<file path="src/rtl/ex_div_pkg.sv">
// ex_div_pkg: shared constants and helpers for the EX-stage iterative divider.
//   - RV32M opcode/funct7 and the divide funct3 codes that EX decodes
//   - FSM state encoding of the divider
//   - hold level that EX maps hold_req_o onto in the hold controller
//   - small helpers for op decoding and two's-complement handling
package ex_div_pkg;

  localparam int XLEN = 32;
  localparam int ITER = 32;

  // Last CALC iteration index; CALC runs for counts 0 .. ITER-1.
  localparam logic [4:0] LAST_CNT = 5'(ITER - 1);

  // M-extension decode constants used by EX.
  localparam logic [6:0] OPCODE_OP     = 7'b0110011;
  localparam logic [6:0] FUNCT7_MULDIV = 7'b0000001;

  localparam logic [2:0] F3_DIV  = 3'b100;
  localparam logic [2:0] F3_DIVU = 3'b101;
  localparam logic [2:0] F3_REM  = 3'b110;
  localparam logic [2:0] F3_REMU = 3'b111;

  // Hold level EX requests from the hold controller while dividing.
  localparam logic [2:0] HOLD_EX = 3'b011;

  typedef enum logic [1:0] {
    ST_IDLE  = 2'b00,
    ST_START = 2'b01,
    ST_CALC  = 2'b10,
    ST_END   = 2'b11
  } div_state_e;

  // True for the four divide/remainder funct3 codes.
  function automatic logic is_div_op(input logic [2:0] f3);
    logic ok;
    case (f3)
      F3_DIV, F3_DIVU, F3_REM, F3_REMU: ok = 1'b1;
      default:                          ok = 1'b0;
    endcase
    return ok;
  endfunction

  // DIV and REM are the signed variants (funct3[0] clear).
  function automatic logic is_signed_op(input logic [2:0] f3);
    return ~f3[0];
  endfunction

  // REM and REMU return the remainder (funct3[1] set).
  function automatic logic is_rem_op(input logic [2:0] f3);
    return f3[1];
  endfunction

  function automatic logic [XLEN-1:0] twos_neg(input logic [XLEN-1:0] v);
    return ~v + 32'd1;
  endfunction

  // Magnitude of v when treated as signed; unsigned ops pass v through.
  function automatic logic [XLEN-1:0] abs_val(input logic [XLEN-1:0] v,
                                              input logic sgn);
    logic [XLEN-1:0] r;
    if (sgn && v[XLEN-1]) begin
      r = twos_neg(v);
    end else begin
      r = v;
    end
    return r;
  endfunction

endpackage

</file>
<file path="src/rtl/ex_div_if.sv">
// ex_div_if: request/response bundle between EX (master) and the divider (slave).
//   master drives start_i, op_i, dividend_i, divisor_i, reg_wr_addr_i, flush_i
//   slave  drives busy_o, hold_req_o, ready_o, result_o, reg_wr_addr_o
interface ex_div_if;
  import ex_div_pkg::*;

  logic            start_i;
  logic [2:0]      op_i;
  logic [XLEN-1:0] dividend_i;
  logic [XLEN-1:0] divisor_i;
  logic [4:0]      reg_wr_addr_i;
  logic            flush_i;

  logic            busy_o;
  logic            hold_req_o;
  logic            ready_o;
  logic [XLEN-1:0] result_o;
  logic [4:0]      reg_wr_addr_o;

  modport master (
    output start_i, op_i, dividend_i, divisor_i, reg_wr_addr_i, flush_i,
    input  busy_o, hold_req_o, ready_o, result_o, reg_wr_addr_o
  );

  modport slave (
    input  start_i, op_i, dividend_i, divisor_i, reg_wr_addr_i, flush_i,
    output busy_o, hold_req_o, ready_o, result_o, reg_wr_addr_o
  );

endinterface

</file>
<file path="src/rtl/ex_div.sv">
// ex_div: radix-2 restoring divider for RV32M DIV/DIVU/REM/REMU in EX.
// Ports:
//   clk    - clock, all state updates on the rising edge
//   rst    - asynchronous active-high reset
//   div_if - ex_div_if.slave: start/op/operands/rd/flush in;
//            busy/hold_req/ready/result/rd out
// One quotient bit per CALC cycle; ready_o pulses ITER+2 edges after the
// start edge (2 edges for a zero divisor). hold_req_o is combinational so
// EX stalls in the very cycle the divide instruction arrives.
module ex_div
  import ex_div_pkg::*;
(
  input  logic     clk,
  input  logic     rst,
  ex_div_if.slave  div_if
);

  div_state_e      state_r;
  div_state_e      state_n_s;

  logic [2:0]      op_r;
  logic [XLEN-1:0] dividend_r;
  logic [XLEN-1:0] divisor_r;
  logic [4:0]      rd_r;
  logic [XLEN-1:0] dvd_r;
  logic [XLEN-1:0] dsr_r;
  logic [XLEN-1:0] rem_r;
  logic [XLEN-1:0] quot_r;
  logic [4:0]      count_r;
  logic            neg_q_r;
  logic            neg_r_r;

  logic            ready_r;
  logic [XLEN-1:0] result_r;
  logic [4:0]      rd_out_r;

  logic            accept_s;
  logic            hold_req_s;
  logic [XLEN:0]   rem_shift_s;
  logic [XLEN-1:0] diff_s;
  logic            qbit_s;
  logic [XLEN-1:0] final_s;

  assign accept_s = div_if.start_i & is_div_op(div_if.op_i) & ~div_if.flush_i;

  // One restoring step. The partial remainder is always below the divisor,
  // so the 33-bit shifted value only exceeds 32 bits through its MSB; the
  // 33-bit compare is that MSB OR'd with the low 32-bit compare, and the
  // true difference always fits back in 32 bits.
  always_comb begin
    rem_shift_s = {rem_r, dvd_r[XLEN-1]};
    diff_s      = rem_shift_s[XLEN-1:0] - dsr_r;
    qbit_s      = rem_shift_s[XLEN] | (rem_shift_s[XLEN-1:0] >= dsr_r);
  end

  // Final result selection with sign correction.
  always_comb begin
    final_s = '0;
    if (is_rem_op(op_r)) begin
      final_s = neg_r_r ? twos_neg(rem_r) : rem_r;
    end else begin
      final_s = neg_q_r ? twos_neg(quot_r) : quot_r;
    end
  end

  // Next-state and stall request; flush wins over everything but reset.
  always_comb begin
    state_n_s  = state_r;
    hold_req_s = 1'b0;
    case (state_r)
      ST_IDLE: begin
        if (accept_s) begin
          state_n_s  = ST_START;
          hold_req_s = 1'b1;
        end else begin
          state_n_s  = ST_IDLE;
        end
      end
      ST_START: begin
        if (div_if.flush_i) begin
          state_n_s = ST_IDLE;
        end else if (divisor_r == 32'd0) begin
          state_n_s  = ST_END;
          hold_req_s = 1'b1;
        end else begin
          state_n_s  = ST_CALC;
          hold_req_s = 1'b1;
        end
      end
      ST_CALC: begin
        if (div_if.flush_i) begin
          state_n_s = ST_IDLE;
        end else if (count_r == LAST_CNT) begin
          state_n_s  = ST_END;
          hold_req_s = 1'b1;
        end else begin
          state_n_s  = ST_CALC;
          hold_req_s = 1'b1;
        end
      end
      ST_END: begin
        state_n_s = ST_IDLE;
      end
      default: begin
        state_n_s = ST_IDLE;
      end
    endcase
  end

  // FSM state register.
  always_ff @(posedge clk or posedge rst) begin
    if (rst) begin
      state_r <= ST_IDLE;
    end else begin
      state_r <= state_n_s;
    end
  end

  // Operand latch, iteration datapath and registered outputs.
  always_ff @(posedge clk or posedge rst) begin
    if (rst) begin
      op_r       <= 3'b000;
      dividend_r <= 32'd0;
      divisor_r  <= 32'd0;
      rd_r       <= 5'd0;
      dvd_r      <= 32'd0;
      dsr_r      <= 32'd0;
      rem_r      <= 32'd0;
      quot_r     <= 32'd0;
      count_r    <= 5'd0;
      neg_q_r    <= 1'b0;
      neg_r_r    <= 1'b0;
      ready_r    <= 1'b0;
      result_r   <= 32'd0;
      rd_out_r   <= 5'd0;
    end else begin
      ready_r <= 1'b0;
      case (state_r)
        ST_IDLE: begin
          if (accept_s) begin
            op_r       <= div_if.op_i;
            dividend_r <= div_if.dividend_i;
            divisor_r  <= div_if.divisor_i;
            rd_r       <= div_if.reg_wr_addr_i;
          end else begin
            op_r <= op_r;
          end
        end
        ST_START: begin
          count_r <= 5'd0;
          if (divisor_r == 32'd0) begin
            // Zero divisor: quotient all ones, remainder is the dividend.
            quot_r  <= 32'hFFFF_FFFF;
            rem_r   <= dividend_r;
            neg_q_r <= 1'b0;
            neg_r_r <= 1'b0;
          end else begin
            dvd_r   <= abs_val(dividend_r, is_signed_op(op_r));
            dsr_r   <= abs_val(divisor_r, is_signed_op(op_r));
            rem_r   <= 32'd0;
            quot_r  <= 32'd0;
            neg_q_r <= is_signed_op(op_r) & (dividend_r[XLEN-1] ^ divisor_r[XLEN-1]);
            neg_r_r <= is_signed_op(op_r) & dividend_r[XLEN-1];
          end
        end
        ST_CALC: begin
          rem_r   <= qbit_s ? diff_s : rem_shift_s[XLEN-1:0];
          dvd_r   <= {dvd_r[XLEN-2:0], 1'b0};
          quot_r  <= {quot_r[XLEN-2:0], qbit_s};
          count_r <= count_r + 5'd1;
        end
        ST_END: begin
          // A flush seen on the END edge drops the result entirely.
          if (!div_if.flush_i) begin
            ready_r  <= 1'b1;
            result_r <= final_s;
            rd_out_r <= rd_r;
          end else begin
            ready_r  <= 1'b0;
          end
        end
        default: begin
          ready_r <= 1'b0;
        end
      endcase
    end
  end

  assign div_if.busy_o        = (state_r != ST_IDLE);
  assign div_if.hold_req_o    = hold_req_s;
  assign div_if.ready_o       = ready_r;
  assign div_if.result_o      = result_r;
  assign div_if.reg_wr_addr_o = rd_out_r;

endmodule

</file>
<file path="src/flat_wrapper.sv">
// flat-port wrapper written by rule: the top's interface ports become plain ports
module ex_div_flat import ex_div_pkg::*;
  (clk, rst, div_if_start_i, div_if_op_i, div_if_dividend_i, div_if_divisor_i, div_if_reg_wr_addr_i, div_if_flush_i, div_if_busy_o, div_if_hold_req_o, div_if_ready_o, div_if_result_o, div_if_reg_wr_addr_o);
  ex_div_if div_if_i ();
  input  logic clk;
  input  logic rst;
  input wire logic [$bits(div_if_i.start_i)-1:0] div_if_start_i;
  input wire logic [$bits(div_if_i.op_i)-1:0] div_if_op_i;
  input wire logic [$bits(div_if_i.dividend_i)-1:0] div_if_dividend_i;
  input wire logic [$bits(div_if_i.divisor_i)-1:0] div_if_divisor_i;
  input wire logic [$bits(div_if_i.reg_wr_addr_i)-1:0] div_if_reg_wr_addr_i;
  input wire logic [$bits(div_if_i.flush_i)-1:0] div_if_flush_i;
  output wire logic [$bits(div_if_i.busy_o)-1:0] div_if_busy_o;
  output wire logic [$bits(div_if_i.hold_req_o)-1:0] div_if_hold_req_o;
  output wire logic [$bits(div_if_i.ready_o)-1:0] div_if_ready_o;
  output wire logic [$bits(div_if_i.result_o)-1:0] div_if_result_o;
  output wire logic [$bits(div_if_i.reg_wr_addr_o)-1:0] div_if_reg_wr_addr_o;
  assign div_if_i.start_i = div_if_start_i;
  assign div_if_i.op_i = div_if_op_i;
  assign div_if_i.dividend_i = div_if_dividend_i;
  assign div_if_i.divisor_i = div_if_divisor_i;
  assign div_if_i.reg_wr_addr_i = div_if_reg_wr_addr_i;
  assign div_if_i.flush_i = div_if_flush_i;
  assign div_if_busy_o = div_if_i.busy_o;
  assign div_if_hold_req_o = div_if_i.hold_req_o;
  assign div_if_ready_o = div_if_i.ready_o;
  assign div_if_result_o = div_if_i.result_o;
  assign div_if_reg_wr_addr_o = div_if_i.reg_wr_addr_o;
  ex_div u_core (.clk(clk), .rst(rst), .div_if(div_if_i));
endmodule
</file>
<file path="config.mk">
export PLATFORM = sky130hd
export DESIGN_NAME = ex_div_flat
export DESIGN_NICKNAME = d
export VERILOG_FILES = /design/src/rtl/ex_div_pkg.sv /design/src/rtl/ex_div_if.sv /design/src/rtl/ex_div.sv /design/src/flat_wrapper.sv
export SDC_FILE = /design/constraint.sdc
export NUM_CORES = 1
export LEC_CHECK = 0
export CAP_MARGIN = 20
export CORE_UTILIZATION = 55
export CTS_BUF_LIST = sky130_fd_sc_hd__clkbuf_8
export CTS_CLUSTER_SIZE = 20
export DETAILED_ROUTE_END_ITERATION = 10
export PLACE_DENSITY = 0.76
export SYNTH_ARGS = -nofsm -noshare
export SYNTH_HDL_FRONTEND = slang
export SYNTH_SLANG_ARGS = --single-unit
</file>
<file path="constraint.sdc">
create_clock -name clk -period 25.4 [get_ports clk]
set_clock_uncertainty 0.2 [all_clocks]
set_input_delay 5.08 -clock clk [delete_from_list [all_inputs] [get_ports clk]]
set_output_delay 5.08 -clock clk [all_outputs]
set_load 0.02 [all_outputs]
</file>
==> results.md, run 1 <==
- Status: completed
- Gate power share: 0.390
- Crit Path Class: input port to output pin
- Worst relative slew slack: 0.3340
- Vias per cell: just under 6
- CTS tree: built
- Predominant post-synthesis flop cell: dfrtp_1
- Fraction of registers with async set/reset: 1.000
- Post-CTS setup buffer count: 0
- Post-synthesis register bit count: about 250
- GPL Wtd Cong: 0.9265
- Post-Syn Area: 0.01453 mm^2
- Post-synth EDFFs: 0
- Critical path peak fanout: 72
- Worst reg2reg startpoint: u_core.dsr_r[0]
- Crit. Startpoint: div_if_flush_i
- Routed WL per cell: ~17 um
- DR vias: roughly 12000
- Cell area power density: between 90 and 100 mW/mm^2
- Top Layer Used: met4
- Total GRT Usage: 0.2725
- Share of layout cells above drive strength 1: 0.09919
- Critical Path RT: between 20 and 25 ns
- First-pass GRT wire length: 58570 um
- Switching power: between 0.6 and 0.7 mW
- Met2 routed WL: around 16000 um
- Max clock buf depth: 3
- Leak pwr: 7.459 nW
- Syn Area/Cell: 8.977 um^2
- Clk root buf: clkbuf_8
- Site Rows: 59
- DR WL met3: 1879 um
- Total Wirelength: 35980 um
- Core ar.: approximately 0.026 mm^2
- Die Ht: around 160 um
- DRT Pass-1 Iters: 5
- Final ANT Viol Nets: 0
- Port Buffers: between 100 and 150
- Min-delay worst type: flop to flop
- Antenna diodes: 0
- Reg power frac: 0.384
- PostCTS Resize Cnt: 0
- CP arrival: 7.27 ns
- Initial core utilization: 0.5593
- Clock-pin slew on the worst setup and hold paths: about 0.060 ns
- Remaining DRCs: 0
- Fin Setup TNS: 0 ns
- Post-synth net total: 1740
- Max_cap viols: 0
- Dpl hpwl: 25280 um
- Cell count of the worst reg-to-reg path: 13
- Fin crit period: 12.55 ns
- Clock share of power: 0.226
- WL met1: about 17000 um
- Final Hold Viols: 0
- Initial DRC Count: 970
- H-tree levels: 2
- Final nets: 1822
- Clock sinks: around 250
- CP Capture Type: output pin
- Gate Count Post-Synth: 1619
- Sequential area share after synthesis: 0.4236
- Initial antenna violation count: 0
- Hold_buf cts: 0
- Max Slew Vio Count: 0
- Slew @ Worst Pin: 0.9990 ns
- Synthesis-to-layout area growth: 15.42%
- Fmax: 0.07967 GHz
- RR Endpoint: u_core.rem_r[1]
- Largest net degree at the start of global routing: 105
- I/O pin total: 116
- CP Launch Type: input port
- Die width: 164.6 um
- Ys Warns: 0
- Sw frac: 0.3908
- DIE AREA: approximately 0.027 mm^2
- Vias in the first global route: 11341
- Grt total ovfl: 0
- R2R setup slack: 20.95 ns
- Worst setup path endpoint: div_if_hold_req_o
- Final Cycle Share: 0.4942
- Internal Power: 0.9635 mW
- Yosys cell types: between 50 and 60
- Worst skew pair latency: 0.55 ns
- Max IR drop VDD: 60.66 uV
- Final setup viols: 0
- RSZ-0062 raised after global routing: false
- Hold Slack: 0.2626 ns
- Total CTS buffers: 44
critical path, cell delays in order:
cell and delay, ns:
clkdlybuf4s50_1 0.48, or3_4 0.75, a21oi_1 0.32, clkdlybuf4s50_1 0.64
cells in the final DEF, fill, tap and decap left out, types with 11 or more instances in the layout:
| master | n |
|---|---|
| inv_1 | 69 |
| a21oi_1 | 200 |
| nand2_1 | 195 |
| nand2b_1 | 18 |
| and3_1 | 24 |
| o21ai_0 | 157 |
| buf_4 | 13 |
| xor2_1 | 73 |
| o221ai_1 | 17 |
| clkdlybuf4s50_1 | 115 |
| o31ai_1 | 27 |
| nor4_1 | 14 |
| mux2_2 | 75 |
| a21o_1 | 20 |
| nor2b_1 | 11 |
| nor2_1 | 110 |
| nand3_1 | 17 |
| o41ai_1 | 17 |
| nor3_1 | 18 |
| clkbuf_8 | 54 |
| ha_1 | 42 |
| mux2i_1 | 27 |
| dfrtp_1 | 246 |
| xnor2_1 | 69 |
flip-flops by register name, indices dropped and copies added, names as in the netlist, 2 cells and up:
register / cells
u_core.divisor_r: 32
u_core.div_if.reg_wr_addr_o: 5
u_core.dsr_r: 32
u_core.op_r: 2
u_core.rd_r: 5
u_core.quot_r: 32
u_core.div_if.result_o: 32
u_core.rem_r: 32
u_core.state_r: 2
u_core.dividend_r: 32
u_core.count_r: 5
u_core.dvd_r: 32
cells in the mapped netlist (20+ instances only):
master | count | area share
a21oi_1 | 200 | 0.069
ha_1 | 44 | 0.038
dfrtp_1 | 246 | 0.42
nand2_1 | 195 | 0.050
and3_1 | 24 | 0.010
inv_1 | 54 | 0.014
a21o_1 | 20 | 0.010
clkbuf_1 | 81 | 0.021
xor2_1 | 73 | 0.044
xnor2_1 | 69 | 0.042
mux2_2 | 75 | 0.058
nor2_1 | 110 | 0.028
o21ai_0 | 157 | 0.054
mux2i_1 | 27 | 0.019
o31ai_1 | 27 | 0.014
power groups by stage:
stage | clock [mW] | sequential [mW] | combinational (mW)
floorplan | 0 | 0.575 | 0.488
global placement | 0 | 0.607 | 0.594
detailed placement | 0 | 0.611 | 0.609
CTS | 0.364 | 0.605 | 0.613
global route | 0.383 | 0.622 | 0.689
finish | 0.358 | 0.608 | 0.616
metal layers:
layer  vias to the layer above  track usage
met3                        66      0.03240
met2                       355       0.4305
li1                       5896            -
met1                      5777       0.3877
met5                         -            0
met4                         0      0.09383
worst min path at each step:
stage | startpoint | endpoint | cells after the start | slack (ns)
detailed placement | u_core.rd_r[2] | u_core.div_if.reg_wr_addr_o[2] | 2 | 0.25
global route | u_core.rd_r[4] | u_core.div_if.reg_wr_addr_o[4] | 2 | 0.27
CTS | u_core.rd_r[4] | u_core.div_if.reg_wr_addr_o[4] | 2 | 0.26
finish | u_core.rd_r[4] | u_core.div_if.reg_wr_addr_o[4] | 2 | 0.26
floorplan | u_core.rd_r[0] | u_core.div_if.reg_wr_addr_o[0] | 2 | 0.23
global placement | u_core.rd_r[4] | u_core.div_if.reg_wr_addr_o[4] | 2 | 0.24
cell families after synthesis:
logic type / count (synthesis) / share of synthesized area
AO/OA/AOI/OAI: 490 / 0.1969
AND/OR/NAND/NOR: 444 / 0.1389
flip-flops: 246 / 0.4236
buffers and inverters: 150 / 0.03917
XOR/XNOR: 142 / 0.08557
multiplexers: 102 / 0.07670
adder cells (fa/ha/maj): 45 / 0.03926
through the flow:
step	std cells	power, mW	utilization	cell area (um^2)	setup slack [ns]
after detailed placement	1988	1.220	0.6114	15890	12.83
after global routing	2069	1.694	0.6456	16770	12.74
final	2069	1.582	0.6456	16770	12.85
after CTS	2067	1.582	0.6442	16740	12.82
after floorplan	1619	1.063	-	14530	13.36
after global placement	1988	1.200	0.6114	15890	12.83
cell type report:
type	count	area, um^2
Timing Repair Buffer	129	1276
Inverter	57	221.5
Multi-Input combinational cell	1223	7850
Tap cell	335	419.2
Fill cell	2185	9210
Clock inverter	25	108.9
Sequential cell	246	6156
Clock buffer	54	743.2
No activity file was read; power rests on OpenSTA's default activity.
==> inputs of run 2 (changes only) <==
PLACE_DENSITY = 0.79   (was 0.76)
clock period = 11.2 ns   (was 25.4 ns; I/O delays follow)
==> run 2 against run 1 <==
Compared with the run above:
- setup slack worse by 8.4 ns
- first-iteration DRC count down 2.9%
- critical path type unchanged
- total power is 130% higher
- critical path depth grew 1
- hold slack better by 0.0088 ns
- largest power group unchanged
- cell count decreased by 0.24%
- register-to-register slack worse by 14 ns
- sequential share of layout area barely moved
- routed wire length increased by 1.0%
- core utilization hardly changed
- design area is essentially flat
- clock power grew 130%
==> results.md, run 2 (synthesized netlist as in run 1, its figures left out) <==
- Final setup viols: 0
- Largest net degree at the start of global routing: 108
- I/O pin total: between 100 and 150
- CTS tree: built
- Post-layout util: 0.6453
- Most used cell, CP: clkdlybuf4s50_1
- Max_cap viols: 0
- Hold Startpoint: u_core.rd_r[2]
- Final Hold Viols: 0
- Most frequent cells in the layout: 246 x dfrtp_1, 200 x a21oi_1, 195 x nand2_1, 157 x o21ai_0, 115 x clkdlybuf4s50_1
- Slowest stage cell, crit path: or3_4
- Die Ht: 164.6 um
- Worst relative slew slack: 0.3142
- CP Launch Type: input port
- PostCTS Resize Cnt: 0
- DIE AREA: approximately 0.027 mm^2
- Port Buffers: 115
- Leak pwr: 7.449 nW
- Vias in the first global route: 11324
- Clock sinks: 246
- Final nets: 1819
- Min-Delay Path Depth: 2
- Max clock buf depth: 3
- Max IR drop VDD: 108.9 uV
- Fmax: 0.1474 GHz
- Final ANT Viol Nets: 0
- Total power: 3.603 mW
- DR vias: between 10000 and 15000
- First-pass GRT wire length: 58930 um
- Cell count of the worst reg-to-reg path: 11
- Cell area power density: 214.9 mW/mm^2
- CP arrival: 4.34 ns
- Routed WL per cell: 17.61 um
- RSZ-0062 raised after global routing: false
- Crit Path Class: input port to output pin
- CP Capture Type: output pin
- Share of layout cells above drive strength 1: 0.09659
- Fin crit period: 6.784 ns
- CP top delay family: buffers and inverters
- Initial core utilization: 0.5593
- Site Rows: 59
- Final Cycle Share: 0.6058
- Status: completed
- Core ar.: roughly 0.026 mm^2
- DRT Pass-1 Iters: 5
- Post-CTS setup buffer count: 0
- Fillers: 2184
- Clk root buf: clkbuf_8
- Crit-path max cell delay: 0.69 ns
- Die width: 164.6 um
- Worst skew pair latency: 0.55 ns
- Hold_buf cts: 0
- Critical Path RT: between 8 and 9 ns
- Total GRT Usage: 0.2733
- CP bufs+invs: 2
- Max Slew Vio Count: 0
- Synthesis-to-layout area growth: 15.38%
- GPL Wtd Cong: around 0.94
- RR Endpoint: u_core.rem_r[0]
- Remaining DRCs: 0
- Initial DRC Count: approximately 940
- Grt total ovfl: 0
- Min-delay worst type: flop to flop
- Fin Setup TNS: 0 ns
- Clock-pin slew on the worst setup and hold paths: 0.06 ns
- Total Wirelength: 36350 um
- Dpl hpwl: 25430 um
- Total CTS buffers: 42
- H-tree levels: 2
- Slew @ Worst Pin: between 1 and 1.5 ns
- R2R setup slack: around 7 ns
- Initial antenna violation count: 0
- Vias per cell: 5.904
- Worst-path cell chain: clkdlybuf4s50_1 -> nand2_1 -> or3_4 -> a21oi_1 -> clkdlybuf4s50_1
- Worst reg2reg startpoint: u_core.rem_r[1]
- Hold Slack: 0.2713 ns
- Commonest non-fill, non-tap cell in the layout: dfrtp_1
- Antenna diodes: 0
- Worst Hold End: u_core.div_if.reg_wr_addr_o[2]
- Critical path peak fanout: 72
==> run 2: worst reg2reg max path: stages (launching register included) <==
cell	delay (ns)
dfrtp_1	0.42
ha_1	0.38
nor2b_1	0.16
o21a_1	0.18
o21ai_0	0.29
a21oi_1	0.20
a311o_1	0.51
o21ai_0	0.22
nand2_1	0.11
a221oi_2	0.78
mux2_2	0.43
o221ai_1	0.14
==> run 2: worst max-delay path by stage <==
stage	start	to	slack [ns]	cells past startpoint
2_1_floorplan	rst	u_core.count_r[0]	2.00	1
3_3_place_gp	div_if_start_i	div_if_hold_req_o	4.42	5
3_5_place_dp	div_if_op_i[2]	div_if_hold_req_o	4.40	5
4_1_cts	div_if_op_i[2]	div_if_hold_req_o	4.38	5
5_1_grt	div_if_op_i[2]	div_if_hold_req_o	4.26	5
6_report	div_if_start_i	div_if_hold_req_o	4.42	5
==> run 2: stage by stage <==
| step | setup slack [ns] | cells | area (um^2) |
|---|---|---|---|
| floorplan | 2.002 | 1619 | 14530 |
| global placement | 4.416 | 1987 | 15880 |
| detailed placement | 4.396 | 1987 | 15880 |
| CTS | 4.379 | 2062 | 16730 |
| global route | 4.264 | 2064 | 16770 |
| finish | 4.416 | 2064 | 16770 |
==> run 2: where the power goes <==
part | total (mW) | internal (mW) | switching [mW]
sequential | 1.38 | 1.12 | 0.264
combinational | 1.40 | 0.632 | 0.771
clock | 0.816 | 0.454 | 0.363
==> run 2: metal layers <==
layer / GRT usage / vias up / routed length, um
li1: - / 5877 / -
met1: 0.3870 / 5829 / 16570
met2: 0.4282 / 421 / 16680
met3: 0.03893 / 58 / 2074
met4: 0.09508 / 0 / 1032
met5: 0 / - / 0
==> run 2: final cells by class <==
class | instances | area, um^2 | share of cell area
repair buffers | 128 | 1269 | 0.07566
multi-input cells | 1223 | 7850 | 0.4681
clock buffers | 54 | 743.2 | 0.04432
clock inverters | 21 | 110.1 | 0.006566
inverters | 57 | 221.5 | 0.01321
well taps | 335 | 419.2 | 0.02500
flip-flops and latches | 246 | 6156 | 0.3671
==> inputs of run 3 (changes only) <==
clock period = 5.6 ns   (was 11.2 ns; I/O delays follow)
==> run 3 against run 2 <==
Compared with the run above:
- the flow now finishes with violations (design-rule violations)
- hold slack got worse by 0.0036 ns
- first-iteration DRC count is 0.64% higher
- routed wire length up 1.5%
- sequential power grew 100%
- cell count about the same
- count of clock-buffer cells in the layout down 1
==> results.md, run 3 (synthesized netlist as in run 1, its figures left out) <==
- Initial core utilization: 0.5593
- Leak pwr: 7.457 nW
- Post-route cell area: 0.01679 mm^2
- Sequential cell area: 0.006156 mm^2
- Slew @ Worst Pin: 1.012 ns
- Antenna diodes: 0
- Final Cycle Share: 0.7496
- Total CTS buffers: 43
- H-tree levels: 2
- Max_cap viols: 0
- Die Ht: 164.6 um
- Max Slew Vio Count: 0
- Core ar.: between 0.02 and 0.03 mm^2
- Worst-path cell chain: inv_1 -> fa_1 -> nor2b_1 -> o21a_1 -> o21ai_0 -> a21oi_1 -> a311o_1 -> o21ai_0 -> nand2_1 -> a221o_1 -> buf_4 -> mux2i_1 -> a221oi_1
- Total GRT Usage: 0.2778
- Vias in the first global route: 11501
- Share of layout cells above drive strength 1: 0.09821
- Multi-input gate area: a little under 0.008 mm^2
- Final setup viols: 0
- Dpl hpwl: 25740 um
- Port Buffers: about 120
- Fillers: roughly 2200
- Synthesis-to-layout area growth: 15.56%
- GPL Wtd Cong: 0.9436
- CP bufs+invs: 2
- Crit Path Class: flop to flop
- Largest net degree at the start of global routing: 154
- Worst skew pair latency: 0.55 ns
- Remaining DRCs: 2
- Site Rows: between 50 and 60
- Max IR drop VDD: 234.1 uV
- PostCTS Resize Cnt: 0
- Max clock buf depth: 3
- Clock sinks: 246
- Slowest stage cell, crit path: a221o_1
- Cell area power density: 432.1 mW/mm^2
- Dpl cell area: 0.01593 mm^2
- Placed Cells: approximately 2000
- Clock-pin slew on the worst setup and hold paths: about 0.060 ns
- Worst relative slew slack: 0.3255
- Internal Power: 4.447 mW
- Die width: 164.6 um
- Violated checks: design-rule violations
- Reg power frac: 0.382
- DRT Pass-1 Iters: 10
- Most used cell, CP: o21ai_0
- Critical Path RT: approximately 5.8 ns
- Initial DRC Count: about 950
- CTS tree: built
- Grt total ovfl: 0
- Sw frac: 0.3872
- Critical path peak fanout: 16
- Vias per cell: slightly below 6
- RSZ-0062 raised after global routing: false
- Final Hold Viols: 0
- Total Wirelength: around 37000 um
- I/O pin total: 116
- Post-CTS setup buffer count: 0
- Final ANT Viol Nets: 0
- Fin Setup TNS: 0 ns
- Commonest non-fill, non-tap cell in the layout: dfrtp_1
- Switching power: ~2.8 mW
- Final cell count without fillers: 2066
- Status: finished with violations
- Fmax: between 0.2 and 0.25 GHz
- First-pass GRT wire length: between 50000 and 60000 um
- Most frequent cells in the layout: 246 x dfrtp_1, 200 x a21oi_1, 195 x nand2_1, 157 x o21ai_0, 115 x clkdlybuf4s50_1
- Hold_buf cts: 0
- Clock share of power: 0.228
- DR vias: roughly 12000
- Initial antenna violation count: 0
- Final nets: 1824
- CP top delay family: compound AO/OA/AOI/OAI gates
- Post-layout util: 0.6463
- Routed WL per cell: 17.86 um
- Crit-path max cell delay: 0.69 ns
- Gate power share: 0.389
- CP Capture Type: flop
- DIE AREA: 0.02708 mm^2
- CP arrival: between 4 and 5 ns
- CP Launch Type: flop
- Min-delay worst type: flop to flop
- Clk root buf: clkbuf_8
- Fin crit period: 4.198 ns
==> run 3: cell count changes in the layout (fill, tap and decap cells not counted), sizes merged <==
| cell | delta |
|---|---|
| buf | +4 |
| inv | -2 |
| bufinv | +1 |
| clkinvlp | +1 |
| clkbuf | -1 |
| clkinv | -1 |
==> run 3: cell type report <==
| cell class | instances | share of cell area |
|---|---|---|
| Timing Repair Buffer | 132 | 0.07688 |
| Inverter | 57 | 0.01296 |
| Clock inverter | 20 | 0.007822 |
| Tap cell | 335 | 0.02496 |
| Sequential cell | 246 | 0.3665 |
| Clock buffer | 53 | 0.04343 |
| Multi-Input combinational cell | 1223 | 0.4674 |
==> run 3: power by group through the flow <==
stage / Clock [mW] / Sequential, mW / Combinational [mW]
floorplan: 0 / 2.61 / 2.21
global placement: 0 / 2.76 / 2.70
detailed placement: 0 / 2.78 / 2.78
CTS: 1.69 / 2.76 / 2.81
global route: 1.76 / 2.83 / 3.14
finish: 1.66 / 2.77 / 2.83
==> run 3: final timing paths <==
path	start	endpoint	slack, ns	cells past startpoint
worst min register to register	u_core.rd_r[0]	u_core.div_if.reg_wr_addr_o[0]	0.27	2
worst max register to register	u_core.rem_r[0]	u_core.rem_r[23]	1.40	13
worst max-delay path	u_core.rem_r[0]	u_core.rem_r[23]	1.40	13
min in group asynchronous	rst	u_core.quot_r[4]	0.65	2
max in group asynchronous	rst	u_core.dividend_r[23]	3.45	3
worst min-delay path	u_core.rd_r[0]	u_core.div_if.reg_wr_addr_o[0]	0.27	2
==> run 3: per-layer routing <==
layer,wire (um),GRT usage,vias to the layer above,share of wire
li1,-,-,5888,-
met1,16550,0.3868,5889,0.45
met2,16770,0.4332,442,0.45
met3,2182,0.03616,88,0.059
met4,1392,0.1251,0,0.038
met5,0,0,-,0
==> run 3: stage by stage <==
stage               setup slack (ns)  hold slack, ns  total power [mW]
floorplan                      1.048          0.2331             4.822
global placement               1.552          0.2390             5.459
detailed placement             1.512          0.2505             5.566
CTS                            1.506          0.2702             7.251
global route                   1.203          0.2922             7.738
finish                         1.402          0.2677             7.256
==> run 3: worst register-to-register path, cell delays in order, from the launching register on <==
cell and delay, ns:
dfrtp_1 0.44, inv_1 0.17, fa_1 0.48, nor2b_1 0.13
o21a_1 0.13, o21ai_0 0.11, a21oi_1 0.30, a311o_1 0.44
o21ai_0 0.16, nand2_1 0.11, a221o_1 0.69, buf_4 0.33
mux2i_1 0.10, a221oi_1 0.31
